--- src/rtl/rbcp_axi_pkg.sv ---
// Shared types and helpers for the RBCP <-> AXI4-Lite bridge masters.
package rbcp_axi_pkg;

  typedef enum logic [1:0] {
    ST_IDLE = 2'd0,
    ST_AR   = 2'd1,
    ST_R    = 2'd2,
    ST_ACK  = 2'd3
  } rd_state_e;

  localparam logic [1:0] AXI_RESP_OKAY  = 2'b00;
  localparam logic [2:0] ARPROT_DEFAULT = 3'b000;

  typedef struct packed {
    logic [29:0] word_addr;
    logic [1:0]  lane;
  } rd_req_t;

  // Big-endian lane is 3-a, which for two bits is the bitwise inverse.
  function automatic logic [1:0] lane_of(input logic [1:0] a, input bit big_endian);
    return big_endian ? ~a : a;
  endfunction

  function automatic logic [7:0] lane_sel(input logic [31:0] word, input logic [1:0] lane);
    return word[{lane, 3'b000} +: 8];
  endfunction

endpackage

--- src/rtl/rbcp_axi_rd_master_if.sv ---
// AXI4-Lite read channels (AR + R) between the RBCP front end and the read adapter.
interface rbcp_axi_rd_master_if;
  import rbcp_axi_pkg::*;

  logic [31:0] araddr;
  logic [2:0]  arprot;
  logic        arvalid;
  logic        arready;
  logic [31:0] rdata;
  logic [1:0]  rresp;
  logic        rvalid;
  logic        rready;

  modport master (
    output araddr, arprot, arvalid, rready,
    input  arready, rdata, rresp, rvalid
  );

  modport slave (
    input  araddr, arprot, arvalid, rready,
    output arready, rdata, rresp, rvalid
  );
endinterface

--- src/rtl/rbcp_word_cache.sv ---
// One-word read cache: tag/data/valid, hit compare and invalidation.
module rbcp_word_cache
  import rbcp_axi_pkg::*;
#(
  parameter bit CACHE_EN = 1'b1
) (
  input  logic        clk,
  input  logic        rst_n,
  input  logic [29:0] lookup_tag,
  input  logic        wr_en,
  input  logic        sess_end,
  input  logic        drop,
  input  logic        fill,
  input  logic [29:0] fill_tag,
  input  logic [31:0] fill_data,
  output logic        hit,
  output logic [31:0] data
);

  logic        valid;
  logic [29:0] tag;
  logic        tag_match;

  assign tag_match = (tag == lookup_tag);
  // A same-cycle write or session end invalidates before the lookup is honoured.
  assign hit = CACHE_EN && valid && tag_match && !wr_en && !sess_end;

  always_ff @(posedge clk or negedge rst_n) begin
    if (!rst_n) begin
      valid <= 1'b0;
      tag   <= '0;
      data  <= '0;
    end else if (fill) begin
      valid <= 1'b1;
      tag   <= fill_tag;
      data  <= fill_data;
    end else if (drop || sess_end || (wr_en && tag_match)) begin
      valid <= 1'b0;
    end
  end

endmodule

--- src/rtl/rbcp_axi_rd_master.sv ---
// RBCP byte reads -> single-outstanding AXI4-Lite word reads, with a one-word cache.
module rbcp_axi_rd_master
  import rbcp_axi_pkg::*;
#(
  parameter bit BIG_ENDIAN     = 1'b0,
  parameter bit CACHE_EN       = 1'b1,
  parameter int TIMEOUT_CYCLES = 1024
) (
  input  logic                 clk,
  input  logic                 rst_n,
  input  logic                 rbcp_act,
  input  logic [31:0]          rbcp_addr,
  input  logic                 rbcp_re,
  input  logic                 rbcp_we,
  output logic [7:0]           rbcp_rd,
  output logic                 rbcp_ack,
  rbcp_axi_rd_master_if.master m_axi,
  output logic                 err_flag,
  output logic                 timeout_flag,
  input  logic                 flag_clr
);

  localparam int TW = $clog2(TIMEOUT_CYCLES) + 1;

  rd_state_e     state, state_nx;
  rd_req_t       req_q;
  logic [7:0]    rd_q;
  logic          act_q, nocache_q;
  logic [TW-1:0] tmo_cnt;

  logic          act_fall, in_flight, wr_inflight, r_hs, rsp_ok;
  logic          cache_hit, fill, drop, rd_miss, tmo_set;
  logic [31:0]   cache_data;
  logic [1:0]    lane_now;

  assign act_fall    = act_q && !rbcp_act;
  assign in_flight   = (state == ST_AR) || (state == ST_R);
  assign wr_inflight = in_flight && rbcp_we && (rbcp_addr[31:2] == req_q.word_addr);
  assign r_hs        = (state == ST_R) && m_axi.rvalid;
  assign rsp_ok      = (m_axi.rresp == AXI_RESP_OKAY);
  assign lane_now    = lane_of(rbcp_addr[1:0], BIG_ENDIAN);
  assign rd_miss     = (state == ST_IDLE) && rbcp_re && !cache_hit;
  // Anything that touched the in-flight word makes its data uncacheable.
  assign fill        = r_hs && rsp_ok && !nocache_q && !wr_inflight && !act_fall;
  assign drop        = r_hs && !rsp_ok;
  assign tmo_set     = in_flight && (state_nx == state) && (tmo_cnt == TW'(TIMEOUT_CYCLES - 1));

  rbcp_word_cache #(.CACHE_EN(CACHE_EN)) u_cache (
    .clk        (clk),
    .rst_n      (rst_n),
    .lookup_tag (rbcp_addr[31:2]),
    .wr_en      (rbcp_we),
    .sess_end   (act_fall),
    .drop       (drop),
    .fill       (fill),
    .fill_tag   (req_q.word_addr),
    .fill_data  (m_axi.rdata),
    .hit        (cache_hit),
    .data       (cache_data)
  );

  always_ff @(posedge clk or negedge rst_n) begin
    if (!rst_n) state <= ST_IDLE;
    else        state <= state_nx;
  end

  always_comb begin
    state_nx = state;
    case (state)
      ST_IDLE: if (rbcp_re) state_nx = cache_hit ? ST_ACK : ST_AR;
      ST_AR:   if (m_axi.arready) state_nx = ST_R;
      ST_R:    if (m_axi.rvalid) state_nx = ST_ACK;
      ST_ACK:  state_nx = ST_IDLE;
      default: state_nx = ST_IDLE;
    endcase
  end

  always_comb begin
    m_axi.arvalid = (state == ST_AR);
    m_axi.rready  = (state == ST_R);
    rbcp_ack      = (state == ST_ACK);
  end

  assign m_axi.araddr = {req_q.word_addr, 2'b00};
  assign m_axi.arprot = ARPROT_DEFAULT;
  assign rbcp_rd      = rd_q;

  always_ff @(posedge clk or negedge rst_n) begin
    if (!rst_n) begin
      req_q        <= '0;
      rd_q         <= '0;
      act_q        <= 1'b0;
      nocache_q    <= 1'b0;
      tmo_cnt      <= '0;
      err_flag     <= 1'b0;
      timeout_flag <= 1'b0;
    end else begin
      act_q <= rbcp_act;
      if (rd_miss) begin
        req_q     <= '{word_addr: rbcp_addr[31:2], lane: lane_now};
        nocache_q <= 1'b0;
      end else if (wr_inflight || (in_flight && act_fall)) begin
        nocache_q <= 1'b1;
      end
      if ((state == ST_IDLE) && rbcp_re && cache_hit)
        rd_q <= lane_sel(cache_data, lane_now);
      else if (r_hs)
        rd_q <= rsp_ok ? lane_sel(m_axi.rdata, req_q.lane) : 8'h00;
      // Timeout only reports; the AXI transaction keeps waiting.
      if (state_nx != state)
        tmo_cnt <= '0;
      else if (in_flight && (tmo_cnt != TW'(TIMEOUT_CYCLES)))
        tmo_cnt <= tmo_cnt + 1'b1;
      err_flag     <= drop    || (err_flag && !flag_clr);
      timeout_flag <= tmo_set || (timeout_flag && !flag_clr);
    end
  end

endmodule

--- src/flat_wrapper.sv ---
// flat-port wrapper written by rule: the top's interface ports become plain ports
module rbcp_axi_rd_master_flat import rbcp_axi_pkg::*;
#(
  parameter bit BIG_ENDIAN     = 1'b0,
  parameter bit CACHE_EN       = 1'b1,
  parameter int TIMEOUT_CYCLES = 1024
)
  (clk, rst_n, rbcp_act, rbcp_addr, rbcp_re, rbcp_we, rbcp_rd, rbcp_ack, err_flag, timeout_flag, flag_clr, m_axi_araddr, m_axi_arprot, m_axi_arvalid, m_axi_rready, m_axi_arready, m_axi_rdata, m_axi_rresp, m_axi_rvalid);
  rbcp_axi_rd_master_if m_axi_i ();
  input  logic clk;
  input  logic rst_n;
  input  logic rbcp_act;
  input  logic [31:0] rbcp_addr;
  input  logic rbcp_re;
  input  logic rbcp_we;
  output logic [7:0] rbcp_rd;
  output logic rbcp_ack;
  output logic err_flag;
  output logic timeout_flag;
  input  logic flag_clr;
  output wire logic [$bits(m_axi_i.araddr)-1:0] m_axi_araddr;
  output wire logic [$bits(m_axi_i.arprot)-1:0] m_axi_arprot;
  output wire logic [$bits(m_axi_i.arvalid)-1:0] m_axi_arvalid;
  output wire logic [$bits(m_axi_i.rready)-1:0] m_axi_rready;
  input wire logic [$bits(m_axi_i.arready)-1:0] m_axi_arready;
  input wire logic [$bits(m_axi_i.rdata)-1:0] m_axi_rdata;
  input wire logic [$bits(m_axi_i.rresp)-1:0] m_axi_rresp;
  input wire logic [$bits(m_axi_i.rvalid)-1:0] m_axi_rvalid;
  assign m_axi_araddr = m_axi_i.araddr;
  assign m_axi_arprot = m_axi_i.arprot;
  assign m_axi_arvalid = m_axi_i.arvalid;
  assign m_axi_rready = m_axi_i.rready;
  assign m_axi_i.arready = m_axi_arready;
  assign m_axi_i.rdata = m_axi_rdata;
  assign m_axi_i.rresp = m_axi_rresp;
  assign m_axi_i.rvalid = m_axi_rvalid;
  rbcp_axi_rd_master #(.BIG_ENDIAN(BIG_ENDIAN), .CACHE_EN(CACHE_EN), .TIMEOUT_CYCLES(TIMEOUT_CYCLES)) u_core (.clk(clk), .rst_n(rst_n), .rbcp_act(rbcp_act), .rbcp_addr(rbcp_addr), .rbcp_re(rbcp_re), .rbcp_we(rbcp_we), .rbcp_rd(rbcp_rd), .rbcp_ack(rbcp_ack), .m_axi(m_axi_i), .err_flag(err_flag), .timeout_flag(timeout_flag), .flag_clr(flag_clr));
endmodule
--- config.mk ---
export PLATFORM = sky130hd
export DESIGN_NAME = rbcp_axi_rd_master_flat
export DESIGN_NICKNAME = d
export VERILOG_FILES = /design/src/rtl/rbcp_axi_pkg.sv /design/src/rtl/rbcp_axi_rd_master_if.sv /design/src/rtl/rbcp_word_cache.sv /design/src/rtl/rbcp_axi_rd_master.sv /design/src/flat_wrapper.sv
export SDC_FILE = /design/constraint.sdc
export NUM_CORES = 1
export LEC_CHECK = 0
export ABC_CLOCK_PERIOD_IN_PS = 6200
export BUFFER_PORTS_ARGS = -buffer_cell sky130_fd_sc_hd__buf_2
export CORE_ASPECT_RATIO = 2
export CORE_UTILIZATION = 60
export DETAILED_ROUTE_END_ITERATION = 7
export PLACE_DENSITY = 0.88
export SLEW_MARGIN = 40
export SYNTH_ARGS = -nofsm -noshare
export SYNTH_HDL_FRONTEND = slang
export SYNTH_HIERARCHICAL = 1
export SYNTH_SLANG_ARGS = --single-unit
--- constraint.sdc ---
create_clock -name clk -period 6.2 [get_ports clk]
set_input_delay 1.86 -clock clk [delete_from_list [all_inputs] [get_ports clk]]
set_output_delay 1.86 -clock clk [all_outputs]
set_load 0.05 [all_outputs]
==> run metrics <==
status=completed; RSZ-0062 raised after global routing=false; Post-synth EDFFs=0; met3 usage=0.07410; GRT met2 Usage=0.5050; CP max FO=7; most common cell in the netlist=dfrtp_1; synthesized cell area=6165 um^2; Min-Delay Path Class=reg2reg; Most Crowded Layer GR=met2; PortBufs=116; Peak VDD IR=0.2880 mV; WP data arrival=4420 ps; DR WL/cell=19.23 um; GRT overflow=0; post-synthesis cell type count=45; DR DRC count=0; area of the multi-input gates=2768 um^2; P_sw=1.630 mW; initial antenna violation count=0; syn avg cell area=12.50 um^2; power per standard cell area=556.8 nW/um^2; DR vias/cell=5.848; Period minus WS final=4084 ps; total CTS buffers=17; Slew headroom=0.5614; number of global-route vias before repair=4642; Internal=2.375 mW; CTS root buffer=clkbuf_16; Post-CTS Resized=0; # Max-Cap Violations=0; CP bufs+invs=2; Global Route Usage Sum=0.2831; max incr delay on CP=450 ps; crit-path leading delay family=simple AND/OR/NAND/NOR gates; critical register-to-register path endpoint=u_core/u_cache/tag[6]; Final GP Congestion=0.8580; final core occ=0.7179; Layout fillers=703; Area contributors post-synth=dfrtp_1 49%, mux2_2 16%, mux4_2 5.8%; clock share of power=0.237; Final Hold Vio Count=0; Crit Reg-Reg Startpoint=u_core/state[0]; Switching Fraction=0.4069; Pre-antenna DRT Iters=6; DIE WIDTH=73.68 um; CP Cell Sequence=buf_2 > xor2_1 > nor4_1 > nand4_1 > nor4_2 > mux2i_1 > a22oi_1 > xnor2_1 > o211ai_1 > clkbuf_2 > a21oi_1; Setup Buffers After CTS=0; synthesized flop and latch total=120; fin nets=664; Reg2Reg Setup Slack=2910 ps; TNS Setup=0 ps; startpoint types=primary input; Post-synth ARST share=1.000; Reg power frac=0.355; Synthesis Warnings=6; Worst path slowest cell=nor4_1; CORE AREA=10020 um^2; Setup crit end kind=flip-flop; Synth area leader=dfrtp_1; Hold Startpoint=u_core/u_cache/data[9]; static leakage=3.341 nW; register area=3003 um^2; routed via count=4269; fin crit share=0.6587; hold endpoint=u_core/u_cache/data[9]; maximum buffer depth of the clock tree=2; Worst-Margin Slew=657.9 ps; max-slew violations=0; final setup fails=0; top-area cell type share of the netlist area=0.4871; io pins=122; combinational fraction of design power=0.409; CTS tree=yes; Setup CP Type=in2reg; CTS sink count=120; Starting DRT DRC Count=229; largest net degree at the start of global routing=86; met1 usage in global routing=0.2873; final WL=14040 um; clk slew on worst S/H paths=50 ps; antenna-violating nets left=0; Post-synth top cells=120 x dfrtp_1, 90 x mux2_2, 35 x buf_4, 33 x xor2_1, 31 x xnor2_1; htree depth=4; first-pass GRT wire length=22360 um; CP Data Required Time=6530 ps; Die Area=10710 um^2; post-synthesis sequential area ratio=0.4871; CTS Hold Bufs=0; die height=145.4 um; Top FF cell, synth=dfrtp_1; Hold Crit Depth=1; # rows=52; Diodes inserted=0; ratio of cells with drive above 1 in the final layout=0.4403; Worst Skew=10.27 ps; cells after synthesis=493; Starting Density=0.6153; FF-to-FF path depth=8; Max Clk Rate=0.2449 GHz; Area Overhead vs Synth=16.68%; Final HPWL DP=10010 um; worst skew pair latency=420 ps
-- worst max path at each step --
| stage | from | to | slack, ps | depth (start not counted) |
|---|---|---|---|---|
| global placement | m_axi_rvalid | u_core/u_cache/tag[10] | 1750 | 7 |
| CTS | m_axi_rvalid | u_core/u_cache/data[22] | 2100 | 7 |
| detailed placement | m_axi_rvalid | u_core/u_cache/data[22] | 1700 | 7 |
| floorplan | rbcp_addr[6] | u_core/m_axi.araddr[19] | 2270 | 8 |
| global route | rbcp_addr[6] | u_core/tmo_cnt[10] | 1900 | 11 |
| finish | rbcp_addr[6] | u_core/tmo_cnt[10] | 2120 | 11 |
-- registers in the layout, summed over array words and instances, names as in the netlist, 2 cells and up --
name and count:
u_core/tmo_cnt 11, u_core/rbcp_rd 8, u_core/u_cache/tag 30, u_core/state 2
u_core/req_q 2, u_core/m_axi.araddr 30, u_core/u_cache/data 32
-- routing by layer --
layer  up-vias  wire (um)  share of wire
met5         -          0              0
met4         0        626          0.045
met3        48        706          0.050
met2       173       8016           0.57
met1      2161       4685           0.33
li1       1887          -              -
-- through the flow --
stage / hold WS [ps] / instances / power [mW] / worst slack [ps] / area [um^2]
6_report: 504.6 / 730 / 4.005 / 2116 / 7193
5_1_grt: 512.5 / 730 / 4.184 / 1896 / 7193
4_1_cts: 505.2 / 729 / 4.000 / 2100 / 7183
3_5_place_dp: 493.8 / 698 / 3.035 / 1696 / 6610
3_3_place_gp: 484.3 / 698 / 2.939 / 1746 / 6606
2_1_floorplan: 475.1 / 497 / 2.773 / 2267 / 6180
-- placed cells by master (no fill, tap or decap), types with 13 or more instances in the layout --
master and instances:
dfrtp_1 120, buf_2 115, mux2_2 90, xor2_1 33, xnor2_1 31, nor2_1 26, clkbuf_16 17, mux4_2 16
inv_1 15, a21oi_1 13, nand2_1 13
-- cell type report --
cell class                 count  area share
clock buffer                  22     0.06592
clock inverter                 9     0.01374
inverter                      15    0.007827
multi-input combinational    308      0.3848
sequential                   120      0.4175
tap                          135     0.02348
timing repair buffer         121     0.08680
-- power groups by stage --
stage	registers, mW	clock network, mW	logic, mW
after floorplan	1.42	0	1.36
after global placement	1.39	0	1.55
after detailed placement	1.43	0	1.61
after CTS	1.42	0.959	1.62
after global routing	1.47	0.993	1.73
final	1.42	0.949	1.64
-- logic make-up after synthesis --
kind of cell	Yosys count	share of synthesized area
flip-flops	120	0.4871
multiplexers	107	0.2245
AND/OR/NAND/NOR	80	0.06799
buffers and inverters	69	0.06698
XOR/XNOR	64	0.09093
AO/OA/AOI/OAI	45	0.04770
adder cells (fa/ha/maj)	7	0.01421
other	1	0.0006083
Note: power is estimated with default switching activity, not from simulation.
